<file path="src/rtl/reg_file_scoreboard.sv">
// rtl/reg_file_scoreboard.sv - 8x16 register file with per-register busy scoreboard
// Optional macro WB_BYPASS_EN forwards same-cycle write-back data to the read ports.
module reg_file_scoreboard (
  input  logic        clk,
  input  logic        rst_n,
  input  logic        wb_en,
  input  logic [2:0]  wb_addr,
  input  logic [15:0] wb_data,
  input  logic [2:0]  rs_addr,
  input  logic [2:0]  rt_addr,
  input  logic        rs_used,
  input  logic        rt_used,
  input  logic        issue_valid,
  input  logic        issue_wr,
  input  logic [2:0]  issue_rd,
  output logic [15:0] rs_data,
  output logic [15:0] rt_data,
  output logic        stall,
  output logic        issue_ack,
  output logic [7:0]  busy_vec
);

  logic [15:0] regs [8];
  logic [7:0]  busy;
  logic [7:0]  busy_next;
  logic        wb_fire;
  logic        issue_fire;
  logic        rs_hit;
  logic        rt_hit;
  logic        src_busy_a;
  logic        src_busy_b;

  assign wb_fire    = wb_en && (wb_addr != 3'd0);
  assign issue_fire = issue_ack && issue_wr && (issue_rd != 3'd0);

`ifdef WB_BYPASS_EN
  // rst_n gating keeps the read ports at zero while reset is held
  assign rs_hit = rst_n && wb_fire && (wb_addr == rs_addr);
  assign rt_hit = rst_n && wb_fire && (wb_addr == rt_addr);
`else
  assign rs_hit = 1'b0;
  assign rt_hit = 1'b0;
`endif

  always_comb begin
    rs_data = regs[rs_addr];
    rt_data = regs[rt_addr];
    if (rs_hit) rs_data = wb_data;
    if (rt_hit) rt_data = wb_data;
  end

  assign src_busy_a = rs_used && busy[rs_addr] && !rs_hit;
  assign src_busy_b = rt_used && busy[rt_addr] && !rt_hit;
  assign stall      = src_busy_a || src_busy_b;
  assign issue_ack  = issue_valid && !stall;
  assign busy_vec   = busy;

  // Clear first so a same-edge new producer keeps the register pending
  always_comb begin
    busy_next = busy;
    if (wb_fire)    busy_next[wb_addr]  = 1'b0;
    if (issue_fire) busy_next[issue_rd] = 1'b1;
    busy_next[0] = 1'b0;
  end

  always_ff @(posedge clk or negedge rst_n) begin
    if (!rst_n) begin
      busy <= 8'h00;
    end else begin
      busy <= busy_next;
    end
  end

  always_ff @(posedge clk or negedge rst_n) begin
    if (!rst_n) begin
      for (int i = 0; i < 8; i++) regs[i] <= 16'h0000;
    end else if (wb_fire) begin
      regs[wb_addr] <= wb_data;
    end
  end

endmodule
</file>
<file path="config.mk">
export PLATFORM = sky130hd
export DESIGN_NAME = reg_file_scoreboard
export DESIGN_NICKNAME = d
export VERILOG_FILES = /design/src/rtl/reg_file_scoreboard.sv
export SDC_FILE = /design/constraint.sdc
export NUM_CORES = 1
export LEC_CHECK = 0
export ABC_AREA = 0
export CORE_MARGIN = 2
export CORE_UTILIZATION = 45
export DETAILED_ROUTE_END_ITERATION = 12
export GPL_ROUTABILITY_DRIVEN = 0
export PLACE_DENSITY = 0.74
export SYNTH_ARGS = -nofsm -noshare
export SYNTH_HDL_FRONTEND = slang
export SYNTH_SLANG_ARGS = --single-unit
</file>
<file path="constraint.sdc">
create_clock -name clk -period 1.6 [get_ports clk]
set_input_delay 0.24 -clock clk [delete_from_list [all_inputs] [get_ports clk]]
set_output_delay 0.24 -clock clk [all_outputs]
set_load 0.01 [all_outputs]
</file>
; Word level (Yosys, flattened, before mapping)
; Cells that the tools add are included.
[word_totals]
out_inout_bits = 42
reg_bits = 135
word_cells = 57
input_bits = 35
[classes]
n_lt_le_gt_ge = 10
n_reduce_logical = 13
n_bitwise = 6
mux = 19
[op_table]
columns = op, n
row1 = 128-bit bitwise mux, 1
row2 = 16-bit binary-select mux with 3-bit select, 2
row3 = 16-bit 2-to-1 mux, 5
row4 = 16-bit demux with 3-bit select, 1
row5 = "3-bit by 4-bit < comparator with 1-bit output, second input constant", 4
row6 = 8-bit 2-to-1 mux, 2
row7 = "4-bit >= comparator, second input constant", 3
row8 = 3-bit inverter with 4-bit output, 3
row9 = 1-bit logical AND, 9
row10 = 8-bit bitwise AND, 1
row11 = 8-bit inverter, 1
row12 = 8-bit OR, 1
row13 = 1-bit binary-select mux with 3-bit select, 2
row14 = 1-bit demux with 3-bit select, 2
row15 = "3-bit by 1-bit >= comparator with 1-bit output, second input constant", 2
row16 = 3-bit nonzero test, 2
row17 = "4-bit by 1-bit < comparator with 1-bit output, second input constant", 1
row18 = 1-bit 2-to-1 mux, 4
row19 = 1-bit zero test, 1
row20 = 1-bit logical OR, 1

; Depth between registers and ports, before layout
; Gate-level depths: netlist (run 1).
[logic_depth]
word_depth = 9
mapped_depth = 5
ltp_nobuf = 4

; Worst setup path before layout (run 1)
; No wires, ideal clock.
[synth_timing]
kind = in2out
startpoint = input rt_addr[0]
endpoint = output rt_data[10]
path_slack_ns = -0.187
required_time_ns = 1.360
path_buffers = 2
stages = 4
arrival_time_ns = 1.547
path_cell_list = buf_2 buf_2 mux4_2 mux2_2
[synth_between]
elab_chain_len = 4
[synth_lines]
columns = element, line
row1 = start: declaration, 10  ; input logic [2:0] rt_addr,
row2 = 3-bit inverter with 4-bit output (not written as such), 47  ; rt_data = regs[rt_addr];
row3 = 16-bit binary-select mux with 3-bit select, 47
row4 = 16-bit 2-to-1 mux (not written as such) (2 in series), 47
row5 = end: declaration, 17  ; output logic [15:0] rt_data,
; No other way between the ends. The select of a mux whose other input is x is not followed.

; Worst setup path after layout (run 1)
[layout_timing]
startpoint = register busy[4] (netlist: busy_vec[4])
endpoint = output issue_ack
[layout_between]
elab_chain_len = 6
word_cells_on_any_way = 9
cone_classes = 4 x mux / 5 x reduce/logical
[layout_lines]
columns = element, line
row1 = start: declaration, 24  ; logic [7:0] busy;
row2 = start signal: assignment, 70  ; busy <= busy_next;
row3 = 1-bit binary-select mux with 3-bit select (on tied branches), "52, 53"
row4 = 1-bit 2-to-1 mux (on tied branches), "52, 53"
row5 = 1-bit logical AND (on tied branches), "52, 53"
row6 = 1-bit logical OR (*), 54  ; assign stall = src_busy_a || src_busy_b;
row7 = 1-bit zero test (*), 55  ; assign issue_ack = issue_valid && !stall;
row8 = 1-bit logical AND (*), 55
row9 = end: declaration, 19  ; output logic issue_ack,
; Every way passes the cells marked *; elsewhere a longest branch is shown, timed or not. The select of a mux whose other input is x is not followed.

==> results.cfg, run 1 <==
[cts]
path_clk_slew_ns = 0.06
cts_max_level = 4
cts_made_buffers = 17
clockBufferDepth = 2
cts.sinks = 135
tritoncts = yes
insertion_delay_ns = 0.40
cts_root_buf = clkbuf_16

[drt]
wl_per_cell_um = 21.2
drt-total-wl_um = 17300
first_pass_iters = 4
drc = 0
drtAntennaViolNets = 0
via_per_inst = 5.58
dr.first_iter.drc_count = 495
num_vias = 4567

[power_and_ir_drop]
power_density_nw_per_um2 = 1240
ir_drop_mv = 0.853
p_leak_uw = 0.00414

[die]
row_count = 45
die_y_um = 129
ios = 77
die-area_sq_um = 16600
core-area_sq_um = 15300
start_util = 0.461
die_x_um = 129

[placement]
hpwlAfterDp_um = 10700
port_buffers = 75
place_ws_ns = -0.878

[logic_synthesis]
synth.avg_cell_area_sq_um = 14.8
yosysUniqueCellTypes = 29
synth_nets = 509
synth_top_area_frac = 0.480
synthCells = 474
synth_seq_cells = 135
ys_seq_area_frac = 0.480
yosys_warnings = 0
synth_area_sq_um = 7030
netlist_top_cells_area = dfrtp_1 48%, mux4_2 21%, mux2_2 13%
yosysTopAreaCell = dfrtp_1

[global_route]
grt_max_degree = 83
grt_overflow = 0
grt_pass1_wl_um = 27300
grt_pass1_vias = 4961
antenna_found_initial = 0
grt_usage = 0.221

[sta]
whs_ns = 0.367
fin_skew_ns = 0.000199
period_needed_ns = 2.03
finalSetupTns_ns = -10.07
fin_crit_sh = 1.27
setup_viol = 39
finalWorstSetupSlack_ns = -0.431
slew_viol_final = 0
max_freq_mhz = 492
rsz0062_at_grt = true
hold_viol_final = 0

[worst_setup_path]
cp_data_arrival_time_ns = 1.79
reg2reg_from = busy_vec[4]
cp_max_fo = 3
r2r_cells = 5
rrSetupSlack_ns = -0.10
critPathKind = reg -> out
endpoint_kind = output port
startpoint_type = register
r2r_end = busy_vec[1]
required_ns = 1.36

[run_status]
violations = negative setup slack
status = finished, violations left

[layout]
syn_to_final_growth_pct = 33.8
layout_common_cells = 135 x dfrtp_1, 67 x mux2_2, 66 x mux4_2
layout.area.seq_sq_um = 3380
final_nets = 629
layout_commonest_cell = dfrtp_1
drive_gt1_frac = 0.530
finish.utilization = 0.617
multi_input_area_sq_um = 3560
fillers = 1113
diodes = 0

[job]
drv_cap = 0

[min_path]
min_path_type = in -> async
stage by stage:
stage | area, sq um | cells | total power, uW
finish | 9410 | 818 | 11700
global route | 9410 | 818 | 12200
CTS | 9270 | 811 | 11600
detailed placement | 8480 | 762 | 7450
global placement | 8480 | 762 | 7300
floorplan | 7080 | 474 | 6160
cell families after synthesis:
group                  Yosys count  share of synthesized area
other                            1                   0.000533
DFF                            135                      0.480
buffers and inverters           58                     0.0361
AOI/OAI and AO/OA               11                     0.0167
and+or+nand+nor                 73                     0.0463
muxes                          196                      0.420
what timing repair did:
action,4_1_cts,5_1_grt
gates resized for setup,195,28
hold buffers,1,0
endpoints found under the hold margin,135,0
pin swaps,35,13
setup buffers,17,7
endpoints found under the setup margin,46,41
worst max-delay path by stage:
stage,to,slack [ns],start,cells past startpoint
after floorplan,issue_ack,-0.001,busy_vec[1],4
after global placement,issue_ack,-0.83,rs_addr[1],6
after detailed placement,issue_ack,-0.88,rt_addr[1],6
after CTS,issue_ack,-0.47,busy_vec[6],5
after global routing,issue_ack,-0.52,busy_vec[7],5
final,issue_ack,-0.43,busy_vec[4],5
flip-flops by register name, indices dropped and copies added, names as in the netlist:
name	cells
regs	128
busy_vec	7
critical path, cell delays in order, from the launching register on:
cell,delay [ns]
dfrtp_1,0.40
mux4_2,0.49
nor2b_4,0.15
o32ai_4,0.11
nor2_2,0.10
buf_2,0.13
layout make-up:
| type | instances | area share |
|---|---|---|
| clock inverters | 13 | 0.0164 |
| flip-flops and latches | 135 | 0.359 |
| well taps | 211 | 0.0281 |
| repair buffers | 152 | 0.167 |
| multi-input cells | 281 | 0.379 |
| clock buffers | 19 | 0.0481 |
| inverters | 7 | 0.00279 |
cells in the mapped netlist:
cell type / count
dfrtp_1: 135
mux2_2: 81
mux4_2: 66
nand2_1: 56
mux2_1: 48
clkbuf_1: 27
buf_2: 17
inv_1: 6
buf_1: 4
nor2_1: 4
nand4b_1: 3
o31ai_1: 3
a221oi_2: 2
buf_4: 2
nand3_1: 2
nand4_1: 2
nor2b_1: 2
nor4bb_1: 2
o32ai_1: 2
buf_6: 1
conb_1: 1
inv_2: 1
mux2_4: 1
nor2b_2: 1
nor3_2: 1
o21ai_1: 1
o21ai_2: 1
o22ai_1: 1
o32ai_4: 1
metal layers:
metal	routed length, um	part of all wire	up-vias	track usage
met2	9040	0.52	130	0.371
li1	-	-	2006	-
met1	7290	0.42	2418	0.290
met4	154	0.0089	0	0.0703
met5	0	0	-	0
met3	840	0.049	13	0.0495
where the power goes:
group	switching (uW)	total (uW)	internal (uW)
Sequential	491	4580	4080
Clock	1450	3960	2520
Combinational	1160	3170	2010
(Power assumes the default switching activity.)
==> inputs of run 2 (changes only) <==
--- a/config.mk
+++ b/config.mk
@@ -11,6 +11,7 @@
 export DETAILED_ROUTE_END_ITERATION = 12
 export GPL_ROUTABILITY_DRIVEN = 0
 export PLACE_DENSITY = 0.74
+export SLEW_MARGIN = 10
 export SYNTH_ARGS = -nofsm -noshare
 export SYNTH_HDL_FRONTEND = slang
 export SYNTH_SLANG_ARGS = --single-unit
==> results of run 2 <==
Same layout as run 1: the final DEF is identical, and so are final timing and power.
